$ cat config.mk
export PLATFORM = sky130hd
export DESIGN_NAME = wb_stage
export DESIGN_NICKNAME = d
export VERILOG_FILES = /design/src/rtl/wb_pkg.sv /design/src/rtl/load_extract.sv /design/src/rtl/wb_stage.sv
export SDC_FILE = /design/constraint.sdc
export NUM_CORES = 1
export LEC_CHECK = 0
export CORE_MARGIN = 2
export CORE_UTILIZATION = 46
export DETAILED_ROUTE_END_ITERATION = 12
export PLACE_DENSITY = 0.95
export SETUP_SLACK_MARGIN = 0.5
export SLEW_MARGIN = 10
export SYNTH_ARGS = -nofsm -noshare
export SYNTH_HDL_FRONTEND = slang
export SYNTH_SLANG_ARGS = --single-unit
$ cat constraint.sdc
create_clock -name clk -period 3.8 [get_ports clk]
set_clock_uncertainty 0.1 [all_clocks]
set_input_delay 0.76 -clock clk [delete_from_list [all_inputs] [get_ports clk]]
set_output_delay 0.76 -clock clk [all_outputs]
set_load 0.02 [all_outputs]
$ cat src/rtl/wb_pkg.sv
// Shared types and constants for the writeback stage.
package wb_pkg;

  localparam int XLEN_DEF   = 32;
  localparam int REG_AW_DEF = 5;

  typedef enum logic {
    S_IDLE      = 1'b0,
    S_WAIT_LOAD = 1'b1
  } wb_state_t;

  localparam logic [2:0] F3_LB  = 3'b000;
  localparam logic [2:0] F3_LH  = 3'b001;
  localparam logic [2:0] F3_LW  = 3'b010;
  localparam logic [2:0] F3_LBU = 3'b100;
  localparam logic [2:0] F3_LHU = 3'b101;

endpackage

$ cat src/rtl/load_extract.sv
// Load data lane selection and sign/zero extension, plus illegal/misaligned
// detection for a funct3/offset pair. Purely combinational.
module load_extract
  import wb_pkg::*;
#(
  parameter int XLEN = XLEN_DEF
) (
  input  logic [2:0]      funct3,
  input  logic [1:0]      offset,
  input  logic [XLEN-1:0] rdata,
  output logic [XLEN-1:0] data,
  output logic            bad
);

  function automatic logic [XLEN-1:0] sext8(input logic signed [7:0] v);
    logic signed [XLEN-1:0] w;
    w = v;
    return w;
  endfunction

  function automatic logic [XLEN-1:0] sext16(input logic signed [15:0] v);
    logic signed [XLEN-1:0] w;
    w = v;
    return w;
  endfunction

  logic [7:0]  byte_v;
  logic [15:0] half_v;

  assign byte_v = rdata[8*offset +: 8];
  assign half_v = rdata[16*offset[1] +: 16];

  // Select the addressed lane and extend it; flag unsupported or misaligned accesses.
  always_comb begin
    data = '0;
    bad  = 1'b0;
    case (funct3)
      F3_LB:  data = sext8(byte_v);
      F3_LBU: data = {{(XLEN-8){1'b0}}, byte_v};
      F3_LH: begin
        data = sext16(half_v);
        bad  = offset[0];
      end
      F3_LHU: begin
        data = {{(XLEN-16){1'b0}}, half_v};
        bad  = offset[0];
      end
      F3_LW: begin
        data = rdata;
        bad  = (offset != 2'b00);
      end
      default: bad = 1'b1;
    endcase
  end

endmodule

$ cat src/rtl/wb_stage.sv
// Writeback stage: accepts retiring instructions, waits for load data,
// extends it and drives the register file write port, bypass and load tag.
module wb_stage
  import wb_pkg::*;
#(
  parameter int XLEN         = XLEN_DEF,
  parameter int REG_AW       = REG_AW_DEF,
  parameter int LOAD_TIMEOUT = 16
) (
  input  logic              clk,
  input  logic              rst,
  input  logic              in_valid,
  output logic              in_ready,
  input  logic [REG_AW-1:0] in_rd,
  input  logic [XLEN-1:0]   in_result,
  input  logic              in_is_load,
  input  logic [2:0]        in_funct3,
  input  logic              in_wb_en,
  input  logic              mem_rvalid,
  input  logic [XLEN-1:0]   mem_rdata,
  output logic [REG_AW-1:0] wrr,
  output logic [XLEN-1:0]   wrdata,
  output logic              wr_en,
  output logic              fwd_valid,
  output logic [REG_AW-1:0] fwd_rd,
  output logic [XLEN-1:0]   fwd_data,
  output logic              pend_valid,
  output logic [REG_AW-1:0] pend_rd,
  output logic              retire,
  output logic              fault
);

  localparam int CNT_W = $clog2(LOAD_TIMEOUT + 1);
  localparam logic [CNT_W-1:0] CNT_LAST = CNT_W'(LOAD_TIMEOUT - 1);

  wb_state_t         state;
  logic [CNT_W-1:0]  wait_cnt;

  // Load context captured at accept (stage p0 = outstanding load).
  logic [REG_AW-1:0] ld_rd_p0;
  logic [2:0]        ld_f3_p0;
  logic [1:0]        ld_off_p0;
  logic              ld_wben_p0;

  // Extractor shared between accept-time legality check and data return.
  logic [2:0]        ext_f3;
  logic [1:0]        ext_off;
  logic [XLEN-1:0]   ext_data;
  logic              ext_bad;

  assign ext_f3  = (state == S_WAIT_LOAD) ? ld_f3_p0  : in_funct3;
  assign ext_off = (state == S_WAIT_LOAD) ? ld_off_p0 : in_result[1:0];

  load_extract #(.XLEN(XLEN)) u_extract (
    .funct3 (ext_f3),
    .offset (ext_off),
    .rdata  (mem_rdata),
    .data   (ext_data),
    .bad    (ext_bad)
  );

  assign in_ready  = (state == S_IDLE);
  assign fwd_valid = wr_en;
  assign fwd_rd    = wrr;
  assign fwd_data  = wrdata;

  logic accept;
  assign accept = in_valid && (state == S_IDLE);

  // Capture load context on every load accept; consumed only in WAIT_LOAD.
  always_ff @(posedge clk) begin
    if (accept && in_is_load) begin
      ld_rd_p0   <= in_rd;
      ld_f3_p0   <= in_funct3;
      ld_off_p0  <= in_result[1:0];
      ld_wben_p0 <= in_wb_en;
    end
  end

  // FSM, timeout counter and registered write/status outputs.
  always_ff @(posedge clk) begin
    if (rst) begin
      state      <= S_IDLE;
      wait_cnt   <= '0;
      wr_en      <= 1'b0;
      wrr        <= '0;
      wrdata     <= '0;
      pend_valid <= 1'b0;
      pend_rd    <= '0;
      retire     <= 1'b0;
      fault      <= 1'b0;
    end else begin
      wr_en  <= 1'b0;
      retire <= 1'b0;
      fault  <= 1'b0;
      case (state)
        S_IDLE: begin
          if (in_valid) begin
            if (!in_is_load) begin
              retire <= 1'b1;
              if (in_wb_en && (in_rd != '0)) begin
                wr_en  <= 1'b1;
                wrr    <= in_rd;
                wrdata <= in_result;
              end
            end else if (ext_bad) begin
              retire <= 1'b1;
              fault  <= 1'b1;
            end else begin
              state      <= S_WAIT_LOAD;
              wait_cnt   <= '0;
              pend_valid <= 1'b1;
              pend_rd    <= in_rd;
            end
          end
        end
        S_WAIT_LOAD: begin
          // Returning data takes priority over a timeout in the same cycle.
          if (mem_rvalid) begin
            state      <= S_IDLE;
            pend_valid <= 1'b0;
            retire     <= 1'b1;
            if (ld_wben_p0 && (ld_rd_p0 != '0)) begin
              wr_en  <= 1'b1;
              wrr    <= ld_rd_p0;
              wrdata <= ext_data;
            end
          end else if (wait_cnt == CNT_LAST) begin
            state      <= S_IDLE;
            pend_valid <= 1'b0;
            retire     <= 1'b1;
            fault      <= 1'b1;
          end else begin
            wait_cnt <= wait_cnt + 1'b1;
          end
        end
        default: state <= S_IDLE;
      endcase
    end
  end

endmodule
* Word level (Yosys, flattened, before mapping)
Index checks and enable logic that the tools add are counted.
Operators by class: reductions and logical operators 14, muxes and demuxes 50, equality and inequality tests 15, shifts and indexed selects 2, $add $sub $neg 1, bitwise gates (word level) 2
Operators with widths (count):
- two-way mux 32 bit | 5
- one-hot mux 32 bit (5 select lines) | 1
- one-hot mux 32 bit (2 select lines) | 1
- two-way mux 5 bit | 10
- indexed part select 32 x 6 -> 16 bit | 1
- indexed part select 32 x 6 -> 8 bit | 1
- two-way mux 1 bit | 23
- one-hot mux 5 bit (2 select lines) | 2
- != test 2 bit (second input constant) | 6
- one-hot mux 1 bit (2 select lines) | 5
- AND reduction 5 bit | 2
- nonzero test 5 bit | 2
- AND reduction 4 bit | 2
- equality test 3 bit (second input constant) | 2
- != test 2 x 1 -> 1 bit (second input constant) | 3
- adder 5 x 1 -> 5 bit (second input constant) | 1
- equality test 5 x 4 -> 1 bit (second input constant) | 1
- logical AND 1 bit | 4
- OR reduction 2 bit | 2
- equality test 3 x 1 -> 1 bit (second input constant) | 1
- equality test 3 x 2 -> 1 bit (second input constant) | 1
- zero test 3 bit | 1
- two-way mux 3 bit | 1
- != test 3 x 2 -> 1 bit (second input constant) | 1
- other kinds (4) | 5
Storage, ports and cells: word-level logic and storage cells 97, register bits 63, output and inout bits 85

* Logic depth before layout (Yosys ltp)
depth after elaboration 8, mapped depth 9, gate-level depth less buffers 8

* Modules after synthesis
Synthesis repeated with hierarchy kept, for this count alone.
Second synthesis, totals: cells, all modules 438, area total of the unflattened synthesis 4269.1 µm²
By module, submodules not included:
- wb_stage | area an instance 3369.5 µm², seq. area each 1371.3 µm², cells an instance 330, instances 1
- load_extract | area an instance 899.6 µm², seq. area each 0.0 µm², cells an instance 108, instances 1

* Worst setup path after synthesis
No wires, ideal clock.
path type input port to flip-flop, start in in_rd[4], end reg wrdata[21] (netlist: fwd_data[21]), data arrival time 1.961 ns, path buffers 1, setup slack 1.595 ns, stages on the path 6, cell sequence nor3_1 > a2111oi_4 > nor2_2 > nor3_2 > buf_6 > a211oi_2
On the way: cells in the longest elaborated chain, start to end 4
RTL lines:
- start, declared | RTL line wb_stage.sv:14 | input logic [REG_AW-1:0] in_rd,
- nonzero test 5 bit | RTL line wb_stage.sv:101 | if (in_wb_en && (in_rd != '0)) begin
- logical AND 1 bit | RTL line wb_stage.sv:101
- != test 2 x 1 -> 1 bit (no source line)
- AND reduction 5 bit (no source line)
- end signal, assigned | RTL line wb_stage.sv:104 | wrdata <= in_result;
- end signal, assigned | RTL line wb_stage.sv:126 | wrdata <= ext_data;
- end, declared | RTL line wb_stage.sv:22 | output logic [XLEN-1:0] wrdata,
Every way passes these cells. A chain may end at the register's enable or synchronous reset.

* Worst setup path in the final report
start reg state, end out in_ready
On the way: cells in the longest elaborated chain, start to end 1
RTL lines:
- start, declared | RTL line wb_stage.sv:36 | wb_state_t state;
- start signal, assigned | RTL line wb_stage.sv:83 | state <= S_IDLE;
- start signal, assigned | RTL line wb_stage.sv:110 | state <= S_WAIT_LOAD;
- start signal, assigned | RTL line wb_stage.sv:120 | state <= S_IDLE;
- NOT 1 bit
- end, declared | RTL line wb_stage.sv:13 | output logic in_ready,
Every way passes these cells.

==> impl_metrics.tcl <==
set metrics [dict create \
    status "complete, no violations" \
    netlist_area_sq_um 3645 \
    min-delay-start "pend_rd[2]$_SDFFE_PP0P_" \
    synth_nets 462 \
    die_y_um 93.02 \
    hpwl_um 9061 \
    drv_slew 0 \
    core.rowCount 32 \
    ys.warnings.count 0 \
    r2r_start "state$_SDFF_PP0_" \
    antenna_found_initial 0 \
    setup_tns_ps 0 \
    setup_slack_ps 1035 \
    tightest_slew_ps 758.7 \
    crit_chain "inv_1, clkdlybuf4s50_1" \
    arrival_ps 1910 \
    p_leak_nw 1.777 \
    p_total_mw 1.700 \
    max-slew-margin-rel_pct 49.35 \
    clk_latency_ps 350 \
    numCtsBuffers 9 \
    maxCapViolCount 0 \
    crit_required_ps 2940 \
    die-area_sq_um 8652 \
    yosysTopAreaCell "dfxtp_1" \
    core_sq_um 7687 \
    htree_num_levels 3 \
    diodes 0 \
    ant_nets 0 \
    ctsHoldBuffers 0 \
    final_net_count 581 \
    yosys-top-cells-area "dfxtp_1 29%, edfxtp_1 9.1%, buf_4 8.2%" \
    synth_top_family_by_area "compound AO/OA/AOI/OAI gates" \
    grt_max_degree 33 \
    netlist_instances 382 \
    dr_total_vias 3607 \
    async_flop_share_pct 0 \
    finalCritPeriodShare_pct 72.76 \
    synthXorXnorAreaFrac_pct 0 \
    setup_viol 0 \
    cp-start-kind "flip-flop" \
    drive_gt1_share_pct 11.46 \
    cts_setup_buffers 0 \
    ys.flop_type "dfxtp_1" \
    synth-adder-area-share_pct 0.6866 \
    ys_seq_area_share_pct 37.62 \
    first_iter_violations 267 \
    synth_mux_area_share_pct 8.136 \
    place_congestion 0.8675 \
    grt_use_total_pct 27.28 \
    synth-edff-count 11 \
    place_ws_ps 724.8 \
    synth_top_area_share_pct 28.56 \
    clk_pin_slew_worst_paths_ps 70 \
    synthSimpleGateAreaFrac_pct 13.63 \
    cp-end-kind "primary output" \
    drc 0 \
    fmax_mhz 361.7 \
    cts_tree "built" \
    period_needed_ps 2765 \
    critical_path_class "flip-flop to primary output" \
    rsz0062_at_grt "false" \
    cts_root_buf "clkbuf_8" \
    portBuffers 162 \
    postSynthAreaPerCell_sq_um 9.541 \
    slowest_stage "dfxtp_1" \
    wl_per_cell_um 19.68 \
    vias_per_cell 5.933 \
    clock-sinks 63 \
    utilization_pct 67.63 \
    synth_common_cells "52 x dfxtp_1, 45 x nor2_1, 40 x buf_4, 18 x mux2i_1, 17 x a22oi_1" \
    synth_cell_type_count 56 \
    p_per_area_nw_per_um2 326.9 \
    floorplan.initialDensity_pct 47.41 \
    drtPass1Iterations 5 \
    pin_count 163 \
    synth.most_common_cell "dfxtp_1" \
    syn2layout_area_growth_pct 42.64 \
    crit_buf_inv 2 \
    ir_worst_vdd_mv 0.2051 \
    fp.dieW_um 93.02 \
    startpoint "state$_SDFF_PP0_" \
    hold_path_class "flip-flop to flip-flop" \
    finalHoldViolCount 0 \
    grt_pass1_wl_um 18290 \
    synth_seq_cells 63 \
    critical_path.max_fanout 19 \
    wl_um 11970 \
    synth-compound-area-share_pct 26.85 \
    grt_pass1_vias 3579 \
    cts_max_path_buffers 2 \
    cts_resized 0 \
    grt_overflow 0 \
    cp_top_family "flip-flops" \
    fin_hold_ws_ps 398.3 \
    cp_slowest_stage_delay_ps 820 \
]
cell families (layout without fill, tap and decap cells):
family / Yosys count / in the layout
AO/OA/AOI/OAI: 117 / 117
AND/OR/NAND/NOR: 101 / 101
buffers and inverters: 75 / 199
flip-flops: 63 / 63
multiplexers: 24 / 24
adder cells (fa/ha/maj): 2 / 2
worst min-delay path, delay by kind of cell, from the launching register on:
kind	cells	cell delay, ps
DFF	1	330
and+or+nand+nor	1	70
muxes	1	70
area by class of cell:
class                      count  area [sq um]
fill                         585          2489
inverter                      12         45.04
sequential                    63          1371
clock inverter                 7         50.05
multi-input combinational    244          1797
tap                          102         127.6
timing repair buffer         171          1684
clock buffer                   9         123.9
where the power goes:
part / internal, mW / switching [mW] / total [mW]
logic: 0.220 / 0.217 / 0.437
registers: 0.711 / 0.0303 / 0.742
clock network: 0.236 / 0.286 / 0.521
stage by stage:
step / cell area (sq um) / cells
6_report: 5199 / 608
2_1_floorplan: 3645 / 382
4_1_cts: 5199 / 608
5_1_grt: 5199 / 608
3_3_place_gp: 5025 / 592
3_5_place_dp: 5025 / 592
placed cells by master, fill, tap and decap left out, drive strengths merged, types with 2 or more instances in the layout:
| master | n |
|---|---|
| mux2i | 19 |
| inv | 12 |
| nor3b | 2 |
| o22ai | 9 |
| nor2 | 46 |
| o211ai | 2 |
| mux2 | 2 |
| nor2b | 2 |
| edfxtp | 11 |
| a222oi | 3 |
| ha | 2 |
| dfxtp | 52 |
| nor4b | 2 |
| a221oi | 12 |
| nand3b | 4 |
| nor4 | 2 |
| o21ai | 10 |
| clkbuf | 9 |
| a21oi | 14 |
| clkinv | 4 |
| o32ai | 2 |
| nand2b | 4 |
| a21boi | 8 |
| nand3 | 13 |
| a2111oi | 4 |
| buf | 10 |
| a211oi | 27 |
| clkinvlp | 3 |
| nand2 | 14 |
| mux4 | 3 |
| nor3 | 7 |
| a22oi | 18 |
| clkdlybuf4s50 | 161 |
flip-flops by register name, indices dropped and copies added, names as in the netlist:
register,count
fwd_data,32
fwd_rd,5
ld_rd_p0,5
pend_rd,5
wait_cnt,5
ld_f3_p0,3
ld_off_p0,2
fault,1
fwd_valid,1
ld_wben_p0,1
pend_valid,1
retire,1
state,1
metal layers:
layer | up-vias | wire length, um | global-route usage [%]
li1 | 1628 | - | -
met1 | 1691 | 4361 | 31.30
met2 | 259 | 6072 | 49.21
met3 | 29 | 1296 | 8.139
met4 | 0 | 237 | 7.475
met5 | - | 0 | 0
path summary, 6_finish.rpt:
check,slack [ps],to,depth (start not counted)
hold / removal,400,pend_rd[2]$_SDFFE_PP0P_,2
setup reg to reg,1080,fwd_data[4]$_SDFFE_PP0P_,6
setup / recovery,1030,in_ready,2
hold reg to reg,400,pend_rd[2]$_SDFFE_PP0P_,2
Power figures use the tool's default switching activity.
